File: src/rtl/pipeline_pkg.sv
// Shared pipeline constants: opcode field geometry, halt opcode, fetch FSM states.
package pipeline_pkg;

  localparam int unsigned OPWIDTH = 4;
  localparam logic [OPWIDTH-1:0] OP_HALT = 4'hF;

  typedef enum logic [1:0] {
    RUN,
    HALT_PEND,
    HALTED
  } fetch_state_t;

endpackage

File: src/rtl/fetch_stage_if.sv
// Fetch stage bus: instruction memory port, hazard/redirect controls, IF/ID outputs.
interface fetch_stage_if #(
  parameter int unsigned WIDTH            = 16,
  parameter int unsigned INSTRUCTIONWIDTH = 24
);

  logic [WIDTH-1:0]            imem_addr;
  logic [INSTRUCTIONWIDTH-1:0] imem_rdata;
  logic                        stall;
  logic                        branch_taken;
  logic [WIDTH-1:0]            branch_target;
  logic [INSTRUCTIONWIDTH-1:0] if_instr;
  logic [WIDTH-1:0]            if_pc;
  logic                        if_valid;
  logic                        halted;
  logic [WIDTH-1:0]            fetch_count;

  // Fetch stage side.
  modport master (
    output imem_addr,
    input  imem_rdata,
    input  stall,
    input  branch_taken,
    input  branch_target,
    output if_instr,
    output if_pc,
    output if_valid,
    output halted,
    output fetch_count
  );

  // Memory / hazard unit / decode side.
  modport slave (
    input  imem_addr,
    output imem_rdata,
    output stall,
    output branch_taken,
    output branch_target,
    input  if_instr,
    input  if_pc,
    input  if_valid,
    input  halted,
    input  fetch_count
  );

endinterface

File: src/rtl/pc_reg.sv
// Program counter register: reset value, load-target over increment over hold.
module pc_reg #(
  parameter int unsigned    WIDTH     = 16,
  parameter logic [WIDTH-1:0] RESET_VAL = '0
) (
  input  logic             clk,
  input  logic             reset,
  input  logic             load,
  input  logic             inc,
  input  logic [WIDTH-1:0] target,
  output logic [WIDTH-1:0] pc
);

  // PC update; increment wraps naturally at the top of the address space.
  always_ff @(posedge clk) begin
    if (reset) begin
      pc <= RESET_VAL;
    end else if (load) begin
      pc <= target;
    end else if (inc) begin
      pc <= pc + WIDTH'(1);
    end
  end

endmodule

File: src/rtl/fetch_stage.sv
// Instruction fetch: PC, IF/ID register, redirect/stall handling and halt drain.
module fetch_stage
  import pipeline_pkg::*;
#(
  parameter int unsigned      WIDTH            = 16,
  parameter int unsigned      INSTRUCTIONWIDTH = 24,
  parameter logic [WIDTH-1:0] RESET_PC         = '0,
  parameter int unsigned      HALT_DRAIN       = 3
) (
  input logic         clk,
  input logic         reset,
  fetch_stage_if.master bus
);

  localparam int unsigned DRAINW = (HALT_DRAIN < 1) ? 1 : $clog2(HALT_DRAIN + 1);

  fetch_state_t                state_q, state_d;
  logic [DRAINW-1:0]           drain_q, drain_d;
  logic [WIDTH-1:0]            pc;
  logic                        pc_load, pc_inc;
  logic                        ifid_load, ifid_clr, cnt_inc;
  logic [INSTRUCTIONWIDTH-1:0] if_instr_q;
  logic [WIDTH-1:0]            if_pc_q;
  logic                        if_valid_q;
  logic                        halted_q;
  logic [WIDTH-1:0]            fetch_count_q;
  logic [OPWIDTH-1:0]          opcode_c;

  assign opcode_c = bus.imem_rdata[INSTRUCTIONWIDTH-1 -: OPWIDTH];

  pc_reg #(
    .WIDTH     (WIDTH),
    .RESET_VAL (RESET_PC)
  ) u_pc_reg (
    .clk    (clk),
    .reset  (reset),
    .load   (pc_load),
    .inc    (pc_inc),
    .target (bus.branch_target),
    .pc     (pc)
  );

  // Next-state and control decode: redirect beats stall beats normal fetch.
  always_comb begin
    state_d   = state_q;
    drain_d   = drain_q;
    pc_load   = 1'b0;
    pc_inc    = 1'b0;
    ifid_load = 1'b0;
    ifid_clr  = 1'b0;
    cnt_inc   = 1'b0;
    unique case (state_q)
      RUN: begin
        if (bus.branch_taken) begin
          pc_load  = 1'b1;
          ifid_clr = 1'b1;
        end else if (!bus.stall) begin
          ifid_load = 1'b1;
          cnt_inc   = 1'b1;
          if (opcode_c == OP_HALT) begin
            state_d = HALT_PEND;
            drain_d = '0;
          end else begin
            pc_inc = 1'b1;
          end
        end
      end
      HALT_PEND: begin
        if (bus.branch_taken) begin
          state_d  = RUN;
          pc_load  = 1'b1;
          ifid_clr = 1'b1;
          drain_d  = '0;
        end else if (!bus.stall) begin
          ifid_clr = 1'b1;
          if (drain_q == DRAINW'(HALT_DRAIN)) begin
            state_d = HALTED;
          end else begin
            drain_d = drain_q + DRAINW'(1);
          end
        end
      end
      HALTED: begin
      end
      default: begin
        state_d = RUN;
      end
    endcase
  end

  // State, drain counter and sticky halt flag.
  always_ff @(posedge clk) begin
    if (reset) begin
      state_q  <= RUN;
      drain_q  <= '0;
      halted_q <= 1'b0;
    end else begin
      state_q  <= state_d;
      drain_q  <= drain_d;
      halted_q <= (state_d == HALTED);
    end
  end

  // IF/ID pipeline register and fetched-instruction counter.
  always_ff @(posedge clk) begin
    if (reset) begin
      if_instr_q    <= '0;
      if_pc_q       <= '0;
      if_valid_q    <= 1'b0;
      fetch_count_q <= '0;
    end else begin
      if (ifid_load) begin
        if_instr_q <= bus.imem_rdata;
        if_pc_q    <= pc;
        if_valid_q <= 1'b1;
      end else if (ifid_clr) begin
        if_valid_q <= 1'b0;
      end
      if (cnt_inc) begin
        fetch_count_q <= fetch_count_q + WIDTH'(1);
      end
    end
  end

  assign bus.imem_addr   = pc;
  assign bus.if_instr    = if_instr_q;
  assign bus.if_pc       = if_pc_q;
  assign bus.if_valid    = if_valid_q;
  assign bus.halted      = halted_q;
  assign bus.fetch_count = fetch_count_q;

endmodule

File: src/flat_wrapper.sv
// flat-port wrapper written by rule: the top's interface ports become plain ports
module fetch_stage_flat import pipeline_pkg::*;
#(
  parameter int unsigned      WIDTH            = 16,
  parameter int unsigned      INSTRUCTIONWIDTH = 24,
  parameter logic [WIDTH-1:0] RESET_PC         = '0,
  parameter int unsigned      HALT_DRAIN       = 3
)
  (clk, reset, bus_imem_addr, bus_imem_rdata, bus_stall, bus_branch_taken, bus_branch_target, bus_if_instr, bus_if_pc, bus_if_valid, bus_halted, bus_fetch_count);
  fetch_stage_if #(.WIDTH(WIDTH), .INSTRUCTIONWIDTH(INSTRUCTIONWIDTH)) bus_i ();
  input logic clk;
  input logic reset;
  output wire logic [$bits(bus_i.imem_addr)-1:0] bus_imem_addr;
  input wire logic [$bits(bus_i.imem_rdata)-1:0] bus_imem_rdata;
  input wire logic [$bits(bus_i.stall)-1:0] bus_stall;
  input wire logic [$bits(bus_i.branch_taken)-1:0] bus_branch_taken;
  input wire logic [$bits(bus_i.branch_target)-1:0] bus_branch_target;
  output wire logic [$bits(bus_i.if_instr)-1:0] bus_if_instr;
  output wire logic [$bits(bus_i.if_pc)-1:0] bus_if_pc;
  output wire logic [$bits(bus_i.if_valid)-1:0] bus_if_valid;
  output wire logic [$bits(bus_i.halted)-1:0] bus_halted;
  output wire logic [$bits(bus_i.fetch_count)-1:0] bus_fetch_count;
  assign bus_imem_addr = bus_i.imem_addr;
  assign bus_i.imem_rdata = bus_imem_rdata;
  assign bus_i.stall = bus_stall;
  assign bus_i.branch_taken = bus_branch_taken;
  assign bus_i.branch_target = bus_branch_target;
  assign bus_if_instr = bus_i.if_instr;
  assign bus_if_pc = bus_i.if_pc;
  assign bus_if_valid = bus_i.if_valid;
  assign bus_halted = bus_i.halted;
  assign bus_fetch_count = bus_i.fetch_count;
  fetch_stage #(.WIDTH(WIDTH), .INSTRUCTIONWIDTH(INSTRUCTIONWIDTH), .RESET_PC(RESET_PC), .HALT_DRAIN(HALT_DRAIN)) u_core (.clk(clk), .reset(reset), .bus(bus_i));
endmodule
File: config.mk
export PLATFORM = sky130hd
export DESIGN_NAME = fetch_stage_flat
export DESIGN_NICKNAME = d
export VERILOG_FILES = /design/src/rtl/pipeline_pkg.sv /design/src/rtl/fetch_stage_if.sv /design/src/rtl/pc_reg.sv /design/src/rtl/fetch_stage.sv /design/src/flat_wrapper.sv
export SDC_FILE = /design/constraint.sdc
export NUM_CORES = 1
export LEC_CHECK = 0
export BUFFER_PORTS_ARGS = -buffer_cell sky130_fd_sc_hd__buf_2
export CAP_MARGIN = 20
export CORE_MARGIN = 2
export CORE_UTILIZATION = 30
export DETAILED_ROUTE_END_ITERATION = 8
export MAX_ROUTING_LAYER = met4
export PLACE_DENSITY_LB_ADDON = 0.15
export SYNTH_ARGS = -nofsm -noshare
export SYNTH_HDL_FRONTEND = slang
export SYNTH_SLANG_ARGS = --single-unit
File: constraint.sdc
create_clock -name clk -period 2.5 [get_ports clk]
set_input_delay 0.25 -clock clk [delete_from_list [all_inputs] [get_ports clk]]
set_output_delay 0.25 -clock clk [all_outputs]
set_load 0.05 [all_outputs]
==> results.md <==
- Status: finished clean
- Clk root buf: clkbuf_8
- Slack of the critical path: about 0.36 ns
- Vias in the first global route: between 2000 and 3000
- Gr ovfl total: 0
- Avg Synthesized Cell Area: about 8 um2
- 1st-iter DRT viols: between 100 and 150
- Ys Warns: 0
- Setup WS pre-CTS: roughly 0.37 ns
- Drt pass-1 iters: 4
- Reg2Reg Setup Slack: around 0.36 ns
- Max VDD drop: roughly 0.28 mV
- Actual slew at the worst max-slew pin: between 0.5 and 0.6 ns
- Gate Count Post-Synth: 399
- H-tree levels: 3
- CTS buffer count: 9
- Worst Setup SP: u_core.state_q[0]
- R2R Path Start: u_core.state_q[0]
- Sequential Power Share: between 50% and 60%
- Most frequent cells in the layout: buf_2 (117), nand2_1 (95), dfxtp_1 (78), a21oi_1 (53), nor2_1 (27)
- Clock power frac: between 30% and 40%
- Endpoint class of the critical path: flop
- CTS tree: yes
- Fin. max-slew vios: 0
- Final antenna diode count: 0
- Clk Latency, worst-skew pair: 0.36 ns
- Layout cells sized above 1: between 20% and 30%
- Drt wl/cell: roughly 13 um
- Clock buffer depth: 2
- Count of cell types in the netlist: 34
- Via Count: 3185
- Register bit total from synthesis: between 70 and 80
- DRC errors left: 0
- Critical path endpoint: u_core.bus.fetch_count[14]
- Combinational Power Share: between 10% and 20%
- NetSw: 0.0008045 W
- CP Data Required Time: roughly 2.8 ns
- Syn_nets: between 400 and 500
- RSZ-0062 raised after global routing: false
- IO Port Bufs: roughly 120
- Final Cycle Share: 85.55%
- First-pass GRT wire length: 14.03 mm
- Leakage: ~1.7 nW
- Power density cells: between 600 and 700 mW/mm2
- Number of cell rows: 38
- Global placer's final weighted congestion: 0.7597
- Die footprint: between 0.01 and 0.015 mm2
- Chip Width: between 100 and 150 um
- Area grow syn2layout: 28.40%
- Total GRT Usage: 15.70%
- Final Skew: 0.009344 ns
- Setup Crit Path Kind: reg -> reg
- Area of the multi-input gates: 0.001583 mm2
- Fin crit period: ~2.1 ns
- Worst EP arrival: approximately 2.4 ns
- Post-synthesis sequential area ratio: 47.89%
- Largest net degree at the start of global routing: 49
- FF+latch area: about 0.0016 mm2
- Final wirelength: 8.795 mm
- Post-DP HPWL: ~6.0 mm
- Fmax: approximately 470 MHz
- CP Launch Type: flop
- Rel. slew slack: between 60% and 70%
- Post-CTS Hold Buffers: 0
- Internal Dissipation: roughly 0.0018 W
- I/O Pins: between 100 and 150
- Final hold vios: 0
- Final setup fails: 0
- Core Area: 0.01070 mm2
- Max reg flops: 24
- Worst Path Max Fanout: 7
- Post-Syn Area: 0.003261 mm2
- Most common cell after layout, fill and taps aside: buf_2
- Routed vias/inst: around 4.8
- Max-cap viol count: 0
- Sw frac: a little under a third
- Post_cts resized: 0
- R2R depth: 4
- Die Ht: 108.3 um
- Post-Route Setup TNS: 0 ns
- Routed Antenna Nets: 0
- Starting Density: roughly 30%
- Sink Count: 78
- Hold Path Class: in -> reg
- Antenna violations before repair: 0
- Fillers: ~1200
- Post-CTS Setup Inserts: 0
- RR Endpoint: u_core.bus.fetch_count[14]
- Clock slew at reported path FFs: approximately 0.080 ns
- Total Nets Final: around 560
==> worst max-delay path, stage by stage (launching register included) <==
cell     delay [ns]
dfxtp_1        0.38
or4_2          0.70
or3_1          0.47
or3_1          0.37
a21oi_1        0.15
==> power groups by stage <==
| stage | logic, W | clock network [W] | registers [W] |
|---|---|---|---|
| 3_3_place_gp | 0.000407 | 0 | 0.00136 |
| 5_1_grt | 0.000437 | 0.000985 | 0.00135 |
| 6_report | 0.000405 | 0.000903 | 0.00134 |
| 2_1_floorplan | 0.000121 | 0 | 0.00152 |
| 4_1_cts | 0.000410 | 0.000940 | 0.00134 |
| 3_5_place_dp | 0.000408 | 0 | 0.00137 |
==> worst min-delay path by stage <==
stage | start | endpoint | slack, ns | cells past startpoint
6_report | bus_imem_rdata[6] | u_core.bus.if_instr[6] | 0.13 | 3
3_3_place_gp | u_core.bus.if_instr[13] | u_core.bus.if_instr[13] | 0.44 | 2
3_5_place_dp | u_core.bus.if_instr[22] | u_core.bus.if_instr[22] | 0.45 | 2
2_1_floorplan | bus_imem_rdata[20] | u_core.bus.if_instr[20] | 0.39 | 2
5_1_grt | bus_imem_rdata[10] | u_core.bus.if_instr[10] | 0.12 | 3
4_1_cts | bus_imem_rdata[6] | u_core.bus.if_instr[6] | 0.11 | 3
==> final cells by class <==
type	instances	share of cell area, %
clock buffers	13	4.035
clock inverters	3	0.4184
inverters	4	0.3586
repair buffers	126	15.90
flip-flops and latches	78	37.30
multi-input cells	293	37.81
well taps	140	4.184
==> routing by layer <==
layer  track usage, %  up-vias  share of wire (%)
met3            3.737        9                4.5
met2            25.07       70                 47
met5                -        -                  0
met4            6.868        0                1.6
met1            18.89     1474                 46
li1                 -     1632                  -
==> through the flow <==
step	total power (W)	util (%)	area, um2	hold WS, ns	std cells
after floorplan	0.001643	-	3261	0.3860	399
after global placement	0.001771	37.39	4000	0.4423	641
after detailed placement	0.001774	37.39	4000	0.4470	641
after CTS	0.002686	39.13	4187	0.1078	657
after global routing	0.002767	39.13	4187	0.1216	657
final	0.002643	39.13	4187	0.1310	657
==> cell usage after synthesis (all sizes together) <==
cell     count  share of area [%]
or4b         1               0.31
nor2        27                3.1
o21ai       16                2.5
nor2b        1               0.19
o21bai       1               0.23
nand4       11                3.0
o31ai        3               0.69
and3         4               0.77
nor3         1               0.15
nor3b        1               0.23
and4         3               0.81
xnor2        5                1.3
dfxtp       78                 48
a311oi      11                3.0
nand2       95                 11
xor2         8                2.1
nor4         6                1.6
a211oi       4               0.92
a21oi       53                8.1
or3         16                3.1
a2bb2oi      1               0.27
nand3       13                2.0
inv          4               0.46
nand2b       3               0.58
and2         1               0.19
clkbuf      17                2.0
ha           3                1.2
or4          4               0.92
o311a        1               0.31
buf          7                1.2
==> logic make-up (layout without fill, tap and decap cells) <==
| family | count (synthesis) | in the layout | synth area share, % |
|---|---|---|---|
| DFF | 78 | 78 | 47.89 |
| and+or+nand+nor | 187 | 187 | 27.90 |
| xor gates and xnor gates | 13 | 13 | 3.492 |
| buffers and inverters | 28 | 146 | 3.607 |
| adders and majority gates | 3 | 3 | 1.151 |
| AOI/OAI and AO/OA | 90 | 90 | 15.96 |
No activity file was read; power rests on OpenSTA's default activity.
